==> src/rtl/npu_psum_accum_rq.sv <==
// Partial-sum accumulator and requantizer at the tail of the NPU add tree.
// Aligns issued beats with the add-tree result, accumulates over a reduction
// group with saturation, requantizes the group sum to DWQ bits and queues it
// in a small output FIFO. in_ready reserves FIFO space for in-flight groups.
module npu_psum_accum_rq #(
    parameter int DWOUPUT   = 19,
    parameter int DWACC     = 32,
    parameter int TREE_LAT  = 2,
    parameter int OUT_DEPTH = 4,
    parameter int DWQ       = 8
) (
    input  logic               clk,
    input  logic               rst_n,
    input  logic               in_valid,
    input  logic               in_last,
    output logic               in_ready,
    input  logic [DWOUPUT-1:0] add_result,
    input  logic [4:0]         cfg_shift,
    input  logic               cfg_out_signed,
    output logic               out_valid,
    input  logic               out_ready,
    output logic [DWQ-1:0]     out_data,
    output logic               out_ovf,
    output logic               acc_busy
);

    localparam int PW = (OUT_DEPTH > 1) ? $clog2(OUT_DEPTH) : 1;
    localparam int CW = PW + 1;
    localparam int SW = $clog2(OUT_DEPTH + TREE_LAT + 1) + 1;

    localparam logic signed [DWACC:0] SMAX = (DWACC+1)'(2**(DWQ-1) - 1);
    localparam logic signed [DWACC:0] SMIN = ~SMAX;
    localparam logic signed [DWACC:0] UMAX = (DWACC+1)'(2**DWQ - 1);

    logic [TREE_LAT-1:0] v_pipe;
    logic [TREE_LAT-1:0] l_pipe;
    logic                v_d;
    logic                l_d;
    logic [SW-1:0]       pend;
    logic                rdy_en;
    logic                take;

    logic [DWACC-1:0]    acc;
    logic                acc_ovf;
    logic                first;
    logic [4:0]          shift_q;
    logic                signed_q;

    logic [DWACC-1:0]    s;
    logic [DWACC:0]      acc_wide;
    logic                add_sat;
    logic [DWACC-1:0]    acc_sum;
    logic [DWACC-1:0]    sum_next;
    logic                ovf_next;
    logic [4:0]          shift_eff;
    logic                signed_eff;
    logic [DWACC:0]      rnd;
    logic signed [DWACC:0] rq_wide;
    logic signed [DWACC:0] rq_sh;
    logic [DWQ-1:0]      q;
    logic                clamp_hit;

    logic [DWQ-1:0]      mem_data [OUT_DEPTH];
    logic                mem_ovf  [OUT_DEPTH];
    logic [PW-1:0]       wr_ptr;
    logic [PW-1:0]       rd_ptr;
    logic [CW-1:0]       fifo_cnt;
    logic                push;
    logic                pop;

    assign v_d = v_pipe[TREE_LAT-1];
    assign l_d = l_pipe[TREE_LAT-1];

    // Count group ends still travelling through the delay pipe.
    always_comb begin
        pend = '0;
        for (int unsigned i = 0; i < TREE_LAT; i++) begin
            pend = pend + SW'(v_pipe[i] & l_pipe[i]);
        end
    end

    // Credit: every in-flight group end plus queued results must fit the FIFO.
    assign in_ready = rdy_en && ((SW'(fifo_cnt) + pend) <= SW'(OUT_DEPTH - 1));
    assign take     = in_valid && in_ready;

    // Ready enable comes up one cycle after reset release; delay pipe shifts.
    always_ff @(posedge clk or negedge rst_n) begin
        if (!rst_n) begin
            rdy_en <= 1'b0;
            v_pipe <= '0;
            l_pipe <= '0;
        end else begin
            rdy_en    <= 1'b1;
            v_pipe[0] <= take;
            l_pipe[0] <= take && in_last;
            for (int unsigned i = 1; i < TREE_LAT; i++) begin
                v_pipe[i] <= v_pipe[i-1];
                l_pipe[i] <= l_pipe[i-1];
            end
        end
    end

    // Saturating accumulate; a group's first beat replaces the sum and config.
    always_comb begin
        s          = {{(DWACC-DWOUPUT){add_result[DWOUPUT-1]}}, add_result};
        acc_wide   = {acc[DWACC-1], acc} + {s[DWACC-1], s};
        add_sat    = acc_wide[DWACC] ^ acc_wide[DWACC-1];
        if (!add_sat) begin
            acc_sum = acc_wide[DWACC-1:0];
        end else if (acc_wide[DWACC]) begin
            acc_sum = {1'b1, {(DWACC-1){1'b0}}};
        end else begin
            acc_sum = {1'b0, {(DWACC-1){1'b1}}};
        end
        sum_next   = first ? s : acc_sum;
        ovf_next   = first ? 1'b0 : (acc_ovf | add_sat);
        shift_eff  = first ? cfg_shift : shift_q;
        signed_eff = first ? cfg_out_signed : signed_q;
    end

    // Round half toward +inf at DWACC+1 bits, arithmetic shift, then clamp.
    always_comb begin
        rnd       = (shift_eff == 5'd0) ? '0 : ((DWACC+1)'(1) << (shift_eff - 5'd1));
        rq_wide   = $signed({sum_next[DWACC-1], sum_next} + rnd);
        rq_sh     = rq_wide >>> shift_eff;
        q         = rq_sh[DWQ-1:0];
        clamp_hit = 1'b0;
        if (signed_eff) begin
            if (rq_sh > SMAX) begin
                q         = SMAX[DWQ-1:0];
                clamp_hit = 1'b1;
            end else if (rq_sh < SMIN) begin
                q         = SMIN[DWQ-1:0];
                clamp_hit = 1'b1;
            end
        end else begin
            if (rq_sh[DWACC]) begin
                q         = '0;
                clamp_hit = 1'b1;
            end else if (rq_sh > UMAX) begin
                q         = '1;
                clamp_hit = 1'b1;
            end
        end
    end

    // Accumulator state: the final beat of a group re-arms for the next one.
    always_ff @(posedge clk or negedge rst_n) begin
        if (!rst_n) begin
            acc      <= '0;
            acc_ovf  <= 1'b0;
            first    <= 1'b1;
            shift_q  <= '0;
            signed_q <= 1'b0;
        end else if (v_d) begin
            if (first) begin
                shift_q  <= cfg_shift;
                signed_q <= cfg_out_signed;
            end
            acc <= sum_next;
            if (l_d) begin
                first   <= 1'b1;
                acc_ovf <= 1'b0;
            end else begin
                first   <= 1'b0;
                acc_ovf <= ovf_next;
            end
        end
    end

    assign acc_busy = ~first;

    assign push      = v_d && l_d;
    assign out_valid = (fifo_cnt != '0);
    assign pop       = out_valid && out_ready;
    assign out_data  = out_valid ? mem_data[rd_ptr] : '0;
    assign out_ovf   = out_valid ? mem_ovf[rd_ptr] : 1'b0;

    // FIFO storage; entries are only visible through out_valid gating.
    always_ff @(posedge clk) begin
        if (push) begin
            mem_data[wr_ptr] <= q;
            mem_ovf[wr_ptr]  <= clamp_hit | ovf_next;
        end
    end

    // FIFO pointers and occupancy.
    always_ff @(posedge clk or negedge rst_n) begin
        if (!rst_n) begin
            wr_ptr   <= '0;
            rd_ptr   <= '0;
            fifo_cnt <= '0;
        end else begin
            if (push) wr_ptr <= wr_ptr + 1'b1;
            if (pop)  rd_ptr <= rd_ptr + 1'b1;
            case ({push, pop})
                2'b10:   fifo_cnt <= fifo_cnt + 1'b1;
                2'b01:   fifo_cnt <= fifo_cnt - 1'b1;
                default: fifo_cnt <= fifo_cnt;
            endcase
        end
    end

    push_when_full_a: assert property (@(posedge clk) disable iff (!rst_n)
        !(push && !pop && (fifo_cnt == CW'(OUT_DEPTH))));

endmodule

==> config.mk <==
export PLATFORM = sky130hd
export DESIGN_NAME = npu_psum_accum_rq
export DESIGN_NICKNAME = d
export VERILOG_FILES = /design/src/rtl/npu_psum_accum_rq.sv
export SDC_FILE = /design/constraint.sdc
export NUM_CORES = 1
export LEC_CHECK = 0
export ABC_AREA = 1
export ABC_CLOCK_PERIOD_IN_PS = 6000
export CORE_UTILIZATION = 44
export DETAILED_ROUTE_END_ITERATION = 8
export SETUP_SLACK_MARGIN = 0.1
export SLEW_MARGIN = 20
export SYNTH_ARGS = -nofsm -noshare
export SYNTH_HDL_FRONTEND = slang
export SYNTH_SLANG_ARGS = --single-unit
==> constraint.sdc <==
create_clock -name clk -period 6 [get_ports clk]
set_clock_uncertainty 0.1 [all_clocks]
set_input_delay 0.6 -clock clk [delete_from_list [all_inputs] [get_ports clk]]
set_output_delay 0.6 -clock clk [all_outputs]
set_load 0.03 [all_outputs]
# Word level (Yosys, flattened, before mapping)
# Memories as Yosys holds them, arrays and structs flattened.
# Index checks and enable logic that the tools add are counted.
# totals
regBits	52
ramBits	36
input_bits	30
out_inout_bits	12
wordCells	68
mem_count	2
# classes
n_addsub	9
order_cmp	4
eq_ne	2
shifts	2
muxes	24
n_bitwise	6
n_reduce_logical	8
# mem_list
memory	words	width	rd	rd_ports_with_merged_regs	write_ports	line	rtl
mem_data	4	8	1	0	1	63	logic [DWQ-1:0] mem_data [OUT_DEPTH];
mem_ovf	4	1	1	0	1	64	logic mem_ovf [OUT_DEPTH];
# ops
operator	n
2-to-1 mux 32 bit	3
2-to-1 mux 8 bit	6
adder 32 x 19 -> 33 bit	1
adder 33 bit	1
> comparator 33 x 8 -> 1 bit, second input constant	1
> comparator 33 x 9 -> 1 bit, second input constant	1
< comparator 33 x 8 -> 1 bit, second input constant	1
2-to-1 mux 33 bit	1
left shift 1 x 5 -> 33 bit, first input constant	1
>>> shifter 33 x 5 -> 33 bit	1
2-to-1 mux 1 bit	12
case mux 3 bit (2 select lines)	1
logical AND 1 bit	5
logical NOT 5 bit	1
2-to-1 mux 5 bit	1
subtractor 5 x 1 -> 5 bit, second input constant	1
adder 2 x 1 -> 2 bit, second input constant	2
adder 3 x 2 -> 4 bit	1
less-or-equal comparator 4 x 2 -> 1 bit, second input constant	1
adder 3 x 1 -> 3 bit, second input constant	1
nonzero test 3 bit	1
subtractor 3 x 1 -> 3 bit, second input constant	1
adder 1 x 1 -> 2 bit	1
bitwise AND 1 bit	2
6 further kinds	7

# Depth between registers and ports, before layout
# logic_depth
ltp_word	11
mapped_depth	52
ltp_nobuf	51

# Least setup slack after synthesis
# No wires, ideal clock.
# synth_timing
path_type	input -> register
startpoint	in add_result[2]
endpoint	mem mem_data[0][0] (data pin)
setup_time_ns	0.265
arrival_ns	5.449
required_time_ns	5.635
setup_slack_ns	0.186
stages	47
n_path_buf	1
cell_sequence	ha_1 a21oi_1 nand2_1 a21oi_1 o21bai_2 nand2_1 nand2_1 nand2_1 nand2_1 nand2_1 nand2_2 nand3_1 nand2_1 nand2_1 nand2_1 xor2_1 nor2_1 nor2_2 [... 11 more ...] nand2_1 nand2_2 inv_2 nand3_4 nand2_8 nand2_8 nand3_1 nand2_2 a21boi_2 nand2_1 nor2_1 nand2_1 nor2_1 nand2_1 nand3_4 nand2_1 nand2_1 nand2_1
# synth_via
elab_chain_cells	10
word_cells_on_any_way	15
cone_classes	2 x add/sub; 3 x order compare; 1 x shift; 8 x mux; 1 x bitwise
# synth_lines
item	line	rtl
start, declared	17	input logic [DWOUPUT-1:0] add_result,
adder 32 x 19 -> 33 bit *	106	acc_wide = {acc[DWACC-1], acc} + {s[DWACC-1], s};
2-to-1 mux 32 bit or bitwise XOR 1 bit (tied branches)	110, 107	
2-to-1 mux 32 bit *	108	if (!add_sat) begin
2-to-1 mux 32 bit *	115	sum_next = first ? s : acc_sum;
via sum_next[19]	53	logic [DWACC-1:0] sum_next;
adder 33 bit *	124	rq_wide = $signed({sum_next[DWACC-1], sum_next} + rnd);
>>> shifter 33 x 5 -> 33 bit *	125	rq_sh = rq_wide >>> shift_eff;
> comparator 33 x 9 -> 1 bit or < comparator 33 x 8 -> 1 bit (tied branches)	140, 132	
2-to-1 mux 8 bit (on tied branches)	140, 132	
2-to-1 mux 8 bit (on tied branches)	137, 129	
2-to-1 mux 8 bit *	128	if (signed_eff) begin
via q[0]	60	logic [DWQ-1:0] q;
end, declared	63	
# The timed path passes the listed nets; every way through them passes the cells marked *.

# Worst setup path in the final report
# layout_timing
startpoint	in add_result[18]
endpoint	mem mem_ovf[1] (data pin)
# layout_via
elab_chain_cells	11
word_cells_on_any_way	18
cone_classes	2 x add/sub; 3 x order compare; 1 x shift; 9 x mux; 3 x bitwise
# layout_lines
item	line	rtl
adder 32 x 19 -> 33 bit *	106	
2-to-1 mux 32 bit or bitwise XOR 1 bit (tied branches)	110, 107	
2-to-1 mux 32 bit *	108	
2-to-1 mux 32 bit *	115	
via sum_next[4]	53	
adder 33 bit *	124	
>>> shifter 33 x 5 -> 33 bit *	125	
> comparator 33 x 9 -> 1 bit or < comparator 33 x 8 -> 1 bit (tied branches)	140, 132	
2-to-1 mux 1 bit (on tied branches)	140, 132	
2-to-1 mux 1 bit (on tied branches)	137, 129	
2-to-1 mux 1 bit *	128	
bitwise OR 1 bit *	183	mem_ovf[wr_ptr] <= clamp_hit | ovf_next;
end, declared	64	
# Marked as above.

==> metrics.md <==
| Metric | Value |
|---|---|
| Synthesized area | 10600 sq um |
| Placement Cell Area | ~13000 sq um |
| Cell mode on critical path | nand2_2 |
| Num ports | 42 |
| Worst path required time | 5.98 ns |
| Fin nets | ~2200 |
| Root Buffer Master | clkbuf_16 |
| Max-slew violations | 0 |
| Ys Warns | 0 |
| Synth top area cells | nand2_1, dfrtp_1, edfxtp_1 |
| Congestion Overflow GR | 0 |
| Post-synth top area share | 0.210 |
| Worst-Skew Late Latency | 0.35 ns |
| Outcome | complete, but fails checks |
| Fill cell count | between 2000 and 2500 |
| Commonest cells in the synthesized netlist | nand2_1, nand3_1, nor2_1, inv_1, o21ai_0 |
| Post-synthesis cell type count | 60 |
| Tmin final | 6.12 ns |
| Routability Congestion | 0.963 |
| Clk slew on worst S/H paths | 0.08 ns |
| Mapped Cells | ~1800 |
| Clock Tree Buf Depth | 2 |
| Vias | 13000 |
| Initial antenna violation count | 0 |
| Hold Path Class | input port to async pin |
| Place WS | -1.25 ns |
| H-Tree Depth | 3 |
| Violations in the final reports | setup timing |
| Vias per cell | 5.38 |
| Worst Slack Setup Final | -0.116 ns |
| Share of post-route cells with drive strength above 1 | 0.406 |
| Largest net degree at the start of global routing | 53 |
| CP max stage cell | ha_1 |
| Vias in the first global route | 12400 |
| Die Y | 158 microns |
| Row count | 56 |
| Yosys reg bits | between 80 and 90 |
| CTS Buf Count | 9 |
| Area Growth Syn to Fin | 53.4% |
| Largest stage delay, worst path | 0.34 ns |
| Synth area leader | nand2_1 |
| Synth Flop Type | dfrtp_1 |
| Fin crit share | 1.02 |
| CP max FO | 10 |
| CP Launch Type | input port |
| IO Port Bufs | 41 |
| Area of the multi-input gates | 9650 sq um |
| DRC | 0 |
| WS Path Type | input port to flip-flop |
| Slew HR | 0.295 |
| Fin. Hold Viols | 0 |
| Worst Path Arrival | 6.10 ns |
| Ant. Diodes | 0 |
| Post-route ant nets | 0 |
| All-layer global routing usage | 0.330 |
| Hpwl dp | 29800 microns |
| DRT Pass-1 Iters | 6 |
| Layout Utilization | 0.691 |
| Synthesized net count | 1870 |
| Detailed router's first-iteration violation count | 1092 |
| Initial Util | 0.451 |
| Storage cell area | 2380 sq um |
| Ys async rst share | 0.591 |
| Setup crit end kind | flip-flop |
| FMAX | around 0.16 GHz |
| Max-cap violations | 0 |
| Final instance area | 16300 sq um |
| Drt total wl | 41200 microns |
| Die Wd | 158 microns |
| Core Area | 23600 sq um |
| Die footprint | ~25000 sq um |
| Drt wl/cell | 17.1 microns |
| Hold buffer count at CTS | 0 |
| TritonCTS clock tree | yes |
| Sequential-to-total area share from yosys stat | 0.224 |
| Count leader, synth | nand2_1 |
| Least-Margin Pin Slew | 1.05 ns |
| Endpoints failing setup | 36 |
| Number of synthesized flops with an enable pin | 36 |
| Clock sinks | 88 |
| First-pass GRT wire length | 63600 microns |
| Syn Area/Cell | between 6 and 7 sq um |
| RSZ-0062 raised after global routing | yes |
[per-stage QoR]
step / setup TNS, ns / hold WS, ns / std cells
after global placement: -46.57 / 0.271 / 2335
final: -3.13 / 0.265 / 2413
after CTS: 0 / 0.284 / 2397
after global routing: -13.93 / 0.309 / 2413
after detailed placement: -44.72 / 0.276 / 2335
after floorplan: 0 / 0.204 / 1767
[worst paths after layout]
kind                           startpoint          to  slack [ns]  cells past startpoint
setup / recovery           add_result[18]  mem_ovf[1]       -0.12                     40
hold / removal                      rst_n      acc[8]        0.27                      2
setup reg to reg                   acc[2]  mem_ovf[1]       -0.09                     47
hold reg to reg                 v_pipe[0]   v_pipe[1]        0.28                      0
max in group asynchronous           rst_n   rd_ptr[0]        5.02                      2
min in group clk                v_pipe[0]   v_pipe[1]        0.28                      0
[cells by family (layout without fill, tap and decap cells)]
group	count (synthesis)	in the layout	share of synthesized area
AOI/OAI and AO/OA	231	231	0.121
muxes	2	2	0.00188
xor gates and xnor gates	46	46	0.0379
adders and majority gates	73	73	0.0880
and+or+nand+nor	1081	1082	0.438
buffers and inverters	244	570	0.0891
DFF	88	88	0.224
other	2	2	0.000706
[critical path: cells and delay by family]
kind | cells | cell delay [ns]
compound gates | 5 | 0.94
xor+xnor | 1 | 0.17
fa+ha+maj | 2 | 0.63
buf+inv | 7 | 0.95
simple gates | 25 | 2.80
[routing by layer]
layer	GRT usage	routed length (microns)	vias to the layer above
met2	0.558	19600	451
met3	0.0190	1940	71
met1	0.443	18500	6070
met5	0	0	-
met4	0.117	1150	0
li1	-	-	6383
[registers in the layout, indices dropped and copies added, names as in the netlist]
name and count:
mem_data 32, rdy_en 1, acc 32, v_pipe 2, signed_q 1, fifo_cnt 3, shift_q 5, l_pipe 2
first 1, acc_ovf 1, mem_ovf 4, rd_ptr 2, wr_ptr 2
[area by class of cell]
| class | count | share of cell area |
|---|---|---|
| multi-input combinational | 1436 | 0.591 |
| timing repair buffer | 366 | 0.177 |
| sequential | 88 | 0.146 |
| inverter | 188 | 0.0437 |
| tap | 319 | 0.0245 |
| clock buffer | 9 | 0.0138 |
| clock inverter | 7 | 0.00445 |
[cells in the final DEF, fill, tap and decap left out, types with 13 or more instances in the layout]
cell type,synthesis,final
a21oi_1,77,36
a21oi_2,3,35
a31oi_1,14,13
buf_4,1,316
clkdlybuf4s50_1,0,22
dfrtp_1,51,51
dlygate4sd2_1,0,13
edfxtp_1,36,36
ha_1,70,26
ha_4,0,40
inv_1,175,157
inv_2,9,26
nand2_1,596,452
nand2_2,16,131
nand2_4,4,33
nand3_1,212,126
nand3_2,7,80
nand3_4,4,18
nor2_1,190,156
nor2_2,2,27
nor2_4,4,13
o21ai_0,84,54
o21ai_1,24,20
o21ai_2,5,33
xnor2_1,20,17
xor2_1,26,18
[what timing repair did]
item                       CTS  global route
resized for setup          394           184
setup endpoints to repair   36            36
pin swaps                  134           121
cloned                       1             0
setup buffers               46            16
Power is left out: the tool's default activity adds up to more than one toggle a clock period on the data nets, which glitch-free logic cannot reach.
